File: config.mk
export PLATFORM = sky130hd
export DESIGN_NAME = logip_sampler_ctrl
export DESIGN_NICKNAME = d
export VERILOG_FILES = /design/src/rtl/logip_sampler_ctrl.sv
export SDC_FILE = /design/constraint.sdc
export NUM_CORES = 1
export LEC_CHECK = 0
export ABC_AREA = 1
export CELL_PAD_IN_SITES_DETAIL_PLACEMENT = 0
export CELL_PAD_IN_SITES_GLOBAL_PLACEMENT = 1
export CORE_ASPECT_RATIO = 1.25
export CORE_MARGIN = 2
export CORE_UTILIZATION = 32
export DETAILED_ROUTE_END_ITERATION = 6
export PLACE_DENSITY_LB_ADDON = 0.3
export SLEW_MARGIN = 0
export SYNTH_ARGS = -nofsm -noshare
export SYNTH_HDL_FRONTEND = slang
export SYNTH_SLANG_ARGS = --single-unit
File: constraint.sdc
create_clock -name clk_i -period 1.7 [get_ports clk_i]
set_input_delay 0.34 -clock clk_i [delete_from_list [all_inputs] [get_ports clk_i]]
set_output_delay 0.34 -clock clk_i [all_outputs]
set_load 0.01 [all_outputs]
File: src/rtl/logip_sampler_ctrl.sv
// Capture controller: ring-buffer writes while armed, post-trigger delay,
// then newest-first readback to the transmitter over a valid/ready handshake.
//
// state       | meaning
// S_IDLE      | waiting for arm_i
// S_ARMED     | pre-trigger capture into the ring buffer
// S_DELAY     | post-trigger capture, counting down delay samples
// S_READ_ADDR | read address on the RAM bus
// S_READ_WAIT | RAM data valid, loaded into tx_data_o
// S_SEND      | tx_stb_o held until the transmitter accepts
module logip_sampler_ctrl #(
  parameter int DEPTH  = 1024,
  parameter int ADDR_W = $clog2(DEPTH)
) (
  input  logic              clk_i,
  input  logic              rst_i,
  input  logic [31:0]       cmd_i,
  input  logic              set_cnt_i,
  input  logic              arm_i,
  input  logic              run_i,
  input  logic              stb_i,
  input  logic [31:0]       smpls_i,
  output logic [ADDR_W-1:0] mem_addr_o,
  output logic              mem_we_o,
  output logic [31:0]       mem_din_o,
  input  logic [31:0]       mem_dout_i,
  output logic [31:0]       tx_data_o,
  output logic              tx_stb_o,
  input  logic              tx_rdy_i,
  output logic              busy_o
);

  localparam int CNT_W = ADDR_W + 1;

  typedef enum logic [2:0] {
    S_IDLE,
    S_ARMED,
    S_DELAY,
    S_READ_ADDR,
    S_READ_WAIT,
    S_SEND
  } state_t;

  state_t            state;
  logic [15:0]       read_cnt;
  logic [15:0]       delay_cnt;
  logic [ADDR_W-1:0] wr_ptr;
  logic [ADDR_W-1:0] rd_ptr;
  logic [17:0]       dly_rem;
  logic [CNT_W-1:0]  rd_rem;
  logic              cap_done;
  logic [18:0]       read_len_raw;
  logic [18:0]       read_len;
  logic [17:0]       delay_len;

  assign read_len_raw = ({3'b000, read_cnt} + 19'd1) << 2;
  assign read_len     = (read_len_raw > 19'(DEPTH)) ? 19'(DEPTH) : read_len_raw;
  // 18-bit wrap is intentional: a field of 0xFFFF yields a length of 0
  assign delay_len    = ({2'b00, delay_cnt} + 18'd1) << 2;

  always_ff @(posedge clk_i) begin
    if (rst_i) begin
      state      <= S_IDLE;
      read_cnt   <= '0;
      delay_cnt  <= '0;
      wr_ptr     <= '0;
      rd_ptr     <= '0;
      dly_rem    <= '0;
      rd_rem     <= '0;
      cap_done   <= 1'b0;
      mem_addr_o <= '0;
      mem_we_o   <= 1'b0;
      mem_din_o  <= '0;
      tx_data_o  <= '0;
      tx_stb_o   <= 1'b0;
      busy_o     <= 1'b0;
    end else begin
      if (set_cnt_i) begin
        read_cnt  <= cmd_i[31:16];
        delay_cnt <= cmd_i[15:0];
      end
      mem_we_o <= 1'b0;

      case (state)
        S_IDLE: begin
          if (arm_i) begin
            state   <= S_ARMED;
            busy_o  <= 1'b1;
            dly_rem <= delay_len;
            rd_rem  <= CNT_W'(read_len);
          end
        end

        S_ARMED: begin
          if (stb_i) begin
            mem_we_o   <= 1'b1;
            mem_addr_o <= wr_ptr;
            mem_din_o  <= smpls_i;
            wr_ptr     <= wr_ptr + ADDR_W'(1);
          end
          if (run_i) begin
            state <= S_DELAY;
            if (stb_i) dly_rem <= dly_rem - 18'd1;
          end
        end

        S_DELAY: begin
          // One extra cycle lets the final write land before the bus turns to reads
          if (cap_done) begin
            cap_done   <= 1'b0;
            mem_addr_o <= rd_ptr;
            state      <= S_READ_ADDR;
          end else if (stb_i) begin
            mem_we_o   <= 1'b1;
            mem_addr_o <= wr_ptr;
            mem_din_o  <= smpls_i;
            wr_ptr     <= wr_ptr + ADDR_W'(1);
            dly_rem    <= dly_rem - 18'd1;
            if (dly_rem == 18'd1) begin
              rd_ptr   <= wr_ptr;
              cap_done <= 1'b1;
            end
          end
        end

        S_READ_ADDR: begin
          state <= S_READ_WAIT;
        end

        S_READ_WAIT: begin
          tx_data_o <= mem_dout_i;
          tx_stb_o  <= 1'b1;
          state     <= S_SEND;
        end

        S_SEND: begin
          if (tx_stb_o && tx_rdy_i) begin
            tx_stb_o <= 1'b0;
            rd_rem   <= rd_rem - CNT_W'(1);
            rd_ptr   <= rd_ptr - ADDR_W'(1);
            if (rd_rem == CNT_W'(1)) begin
              state  <= S_IDLE;
              busy_o <= 1'b0;
            end else begin
              mem_addr_o <= rd_ptr - ADDR_W'(1);
              state      <= S_READ_ADDR;
            end
          end
        end

        default: begin
          state  <= S_IDLE;
          busy_o <= 1'b0;
        end
      endcase
    end
  end

endmodule

### Word-level counts from Yosys, hierarchy flattened

Index checks and enable logic that the tools add are counted.

| word-level totals | value |
|---|---|
| register bits after elaboration | 162 |
| bits in latches | 0 |
| memory bits (writable) | 0 |
| bits in read-only memories | 0 |
| input bits | 103 |
| logic and storage cells | 98 |
| memories kept | 0 |

| operators by class | value |
|---|---|
| add/sub/neg operators | 6 |
| multiply operators | 0 |
| divide/modulo/power cells | 0 |
| order comparisons | 1 |
| equal/unequal tests | 16 |
| shift operators | 0 |
| muxes and demuxes | 43 |
| bitwise operators | 1 |
| reductions and logical operators | 17 |

Operator list:

| kind | count |
|---|---|
| $mux W10 | 10 |
| $mux W18 | 4 |
| $mux W32 | 2 |
| $pmux W32 S2 | 1 |
| $pmux W18 S3 | 1 |
| $pmux W10 S2 | 2 |
| $mux W11 | 3 |
| $pmux W10 S3 | 1 |
| $pmux W11 S2 | 1 |
| $gt A19 B11 Y1 const B | 1 |
| $eq A18 B1 Y1 const B | 1 |
| $ne A2 B2 Y1 const B | 9 |
| $pmux W3 S6 | 1 |
| $sub A18 B1 Y18 const B | 1 |
| $add A16 B1 Y17 const B | 1 |
| $add A16 B1 Y16 const B | 1 |
| $mux W3 | 4 |
| $reduce_and A4 Y1 | 3 |
| $eq A11 B1 Y1 const B | 1 |
| $sub A11 B1 Y11 const B | 1 |
| $add A10 B1 Y10 const B | 1 |
| $sub A10 B1 Y10 const B | 1 |
| $mux W1 | 9 |
| $reduce_bool A2 Y1 | 4 |
| other kinds (14) | 20 |

### Depth between registers and ports, before layout

| logic depth | value |
|---|---|
| depth after elaboration | 5 |
| depth in mapped cells | 14 |
| mapped depth without buffers | 14 |

### Least setup slack after synthesis

No wires, ideal clock.

| timing | value |
|---|---|
| path type | reg2reg |
| start point | reg read_cnt[1] |
| end point | reg rd_rem[10] |
| library setup time | 0.132 ns |
| arrival time | 1.523 ns |
| data required time | 1.568 ns |
| slack | 0.045 ns |
| cell stages (with the launch flop) | 13 |
| path buffers | 0 |
| clock period less this slack | 1.655 ns |
| path through | dfxtp_1 ha_1 nand2_1 nor2_4 nand2_2 nor2_2 nand2_1 nand2_1 nand2_1 nor2_4 nand4_1 nand2_1 a21oi_1 |

| between the ends | value |
|---|---|
| longest elaborated chain between the ends | 5 |

Ends and longest elaborated chain:

| element | RTL line | RTL |
|---|---|---|
| start: declaration | 45 | `logic [15:0] read_cnt;` |
| start signal: assignment | 79 | `read_cnt <= cmd_i[31:16];` |
| $add A16 B1 Y17 * | 56 | `assign read_len_raw = ({3'b000, read_cnt} + 19'd1) << 2;` |
| $gt A19 B11 Y1 | 57 | `assign read_len = (read_len_raw > 19'(DEPTH)) ? 19'(DEPTH) : read_len_raw;` |
| $mux W11 * | 57 |  |
| $mux W11 * | 86 | `if (arm_i) begin` |
| $pmux W11 S2 * | 84 | `case (state)` |
| end signal: assignment | 90 | `rd_rem <= CNT_W'(read_len);` |
| end signal: assignment | 139 | `rd_rem <= rd_rem - CNT_W'(1);` |
| end: declaration | 50 | `logic [CNT_W-1:0] rd_rem;` |

Mark *: on every way between the ends. The rest lies on a longest branch, timed or not. The select of a mux whose other input is x is not followed.
A chain may end at the register's enable or synchronous reset.

### Worst setup path in the final report

| timing | value |
|---|---|
| start point | reg read_cnt[0] |
| end point | reg rd_rem[10] |

The elaborated chain is that of the path after synthesis.

==> impl_metrics.toml <==
[outcome]
outcome = "finished, violations left"
violations = "negative setup slack"

[setup_path]
arrival_ps = 2070
required_ps = 2010
path_max_fanout = 5
critPathLaunchType = "flop"
cp-startpoint = "read_cnt[0]"
end_kind = "flop"
max_stage_delay_ps = 370
cp_slowest_cell = "dfxtp_2"
r2r-start = "read_cnt[0]"
crit_type = "reg2reg"
worstPathCellList = "ha_4 > buf_6 > nand3_4 > buf_6 > nand2_2 > nand3_2 > nor2_1 > nand3_2 > nand2_4 > nand4_1 > nand2_1 > a21oi_1"

[cells_and_area]
area_growth_pct = 51.8
nets = 1505
finalInstanceArea_um2 = 11900
insertedDiodeCount = 0
layout.cells.non_filler = 1736
drive_above_1_share_pct = 19.1

[logic_synthesis]
ys_top_cells_by_count = "219 x nor2_1, 162 x dfxtp_1, 148 x o21ai_0, 146 x nand2_1, 105 x a21oi_1"
synthArstFlopShare_pct = 0
ys_warn_count = 0
syn_area_um2 = 7830
synth_fp_nets = 1247
synth_area_leaders = "dfxtp_1 41%, nor2_1 10%, o21ai_0 9.5%, nand2_1 7.0%, a21oi_1 6.7%"
synth_edf_count = 0
yosysTopAreaCellShare_pct = 41.4
seq_area_frac_synth_pct = 41.4
synth_largest_area_cell = "dfxtp_1"
postSynthAreaPerCell_um2 = 6.90
synth_most_common_cell = "nor2_1"
synth-seq-cells = 162
syn_inst = 1135
synth_flop_cell = "dfxtp_1"
synth.distinct_cells = 40

[sta]
period_needed_ps = 1760
maxSlewHeadroom_pct = 75.3
clock_skew_ps = 14.3
hold_slack_ps = 472
hold_violations = 0
setup_violations = 8
setup-tns-final_ps = -221
tightestPinTransition_ps = 367
period_share_pct = 103
drv_slew = 0
rsz0062_at_grt = "true"
max_freq_mhz = 570
fin_ws_ps = -55.8

[run]
drv_cap = 0

[floorplan]
die_w_um = 144
dieHeight_um = 179
num_rows = 64
dieArea_um2 = 25800
start_util_pct = 32.3
io_pins = 180
core_area_um2 = 24300

[cts]
postCtsHoldBufs = 0
cts-htree-levels = 4
cts_tree = "built"
clock-sinks = 162
clkTransAtPathRegs_ps = 70
clock_latency_ps = 430
root_buffer = "clkbuf_16"
cts_made_buffers = 17
cts_buffer_depth = 2

[pwr]
power_density_nw_per_um2 = 1490
power_mw = 17.7
p_leak_nw = 5.30
max-vdd-ir-drop_mv = 0.908

[route]
antenna_left = 0
via_count = 8213
drc_errors = 0
via_per_inst = 4.73
wl_um = 23300
routedWlPerCell_um = 13.4
drt-initial-drc-count = 299
first_pass_iters = 5

[place]
dpl_cell_area_um2 = 10600
hpwl_um = 16200
placed_cells = 1690
gpl.final_weighted_congestion = 0.835
port_buffers = 179

[grt]
grt.overflow.total = 0
grt_pass1_vias = 7988
grt_pass1_wl_um = 37700
grt.total_usage_pct = 18.1
antenna_found_initial = 0
grt_max_degree = 52

[min_path]
holdCritStartpoint = "delay_cnt[15]"
hold_class = "reg2reg"
[final timing paths]
check	to	slack, ps	cells after the start
setup / recovery	rd_rem[10]	-60	12
hold / removal	delay_cnt[15]	470	2
setup reg to reg	rd_rem[10]	-60	12
hold reg to reg	delay_cnt[15]	470	2
[layer usage]
metal	vias to the layer above	track usage [%]	wire, µm
met4	0	6.00	459
met5	-	0	0
met3	31	3.90	914
met1	3732	22.0	10400
li1	4282	-	-
met2	168	31.4	11500
[registers in the layout (all words and copies together) (netlist names), 3 cells and up]
signal      flops
mem_din_o      32
tx_data_o      32
dly_rem        18
delay_cnt      16
read_cnt       16
rd_rem         11
mem_addr_o     10
rd_ptr         10
wr_ptr         10
state           3
[cells in the final DEF, fill, tap and decap left out, types with 19 or more instances in the layout]
cell             Yosys  final
nor2_1             219    198
dfxtp_1            162    147
clkdlybuf4s50_1      0    147
o21ai_0            148    142
nand2_1            146    135
a21oi_1            105    100
buf_4                2     89
inv_1               90     83
o21ai_1             29     34
nand3_1             40     29
dlymetal6s2s_1       0     28
nor2_2              10     22
inv_2               17     20
nand4_1             20     20
clkbuf_16            0     19
[critical path, delay by kind of cell (launching register included)]
family	cells	cell delay [ps]
AO/OA/AOI/OAI	1	60
flip-flops	1	370
AND/OR/NAND/NOR	8	810
adder cells (fa/ha/maj)	1	160
buffers and inverters	2	230
[through the flow]
| stage | util, % | worst slack [ps] |
|---|---|---|
| after detailed placement | 43.9 | -333 |
| final | 49.0 | -55.8 |
| after global placement | 43.9 | -287 |
| after CTS | 47.1 | -37.1 |
| after global routing | 49.0 | -199 |
| after floorplan | - | 44.6 |
[layout make-up]
| type | instances | area (µm²) |
|---|---|---|
| flip-flops and latches | 162 | 3260 |
| repair buffers | 286 | 2840 |
| clock buffers | 18 | 429 |
| inverters | 108 | 417 |
| clock inverters | 14 | 214 |
| well taps | 330 | 413 |
| multi-input cells | 818 | 4310 |
| fillers | 2446 | 12400 |
[kinds of logic (layout without fill, tap and decap cells)]
| group | after synthesis | after routing | share of synthesized area (%) |
|---|---|---|---|
| compound gates | 314 | 314 | 20.9 |
| xor+xnor | 16 | 16 | 1.79 |
| fa+ha+maj | 9 | 9 | 1.44 |
| buf+inv | 158 | 426 | 8.19 |
| flops | 162 | 162 | 41.4 |
| simple gates | 476 | 479 | 26.3 |
[report_power, final]
part	switching [mW]	total (mW)	internal, mW
logic	4.38	8.06	3.68
clock network	1.74	4.26	2.52
registers	0.660	5.38	4.72
total	6.78	17.7	10.9
[timing repair]
| item | CTS | global route |
|---|---|---|
| setup endpoints to repair | 19 | 109 |
| buffers inserted | 3 | 6 |
| gates cloned | 3 | 2 |
| resized for setup | 30 | 122 |
| pin swaps | 14 | 24 |
Note: power is estimated with default switching activity, not from simulation.
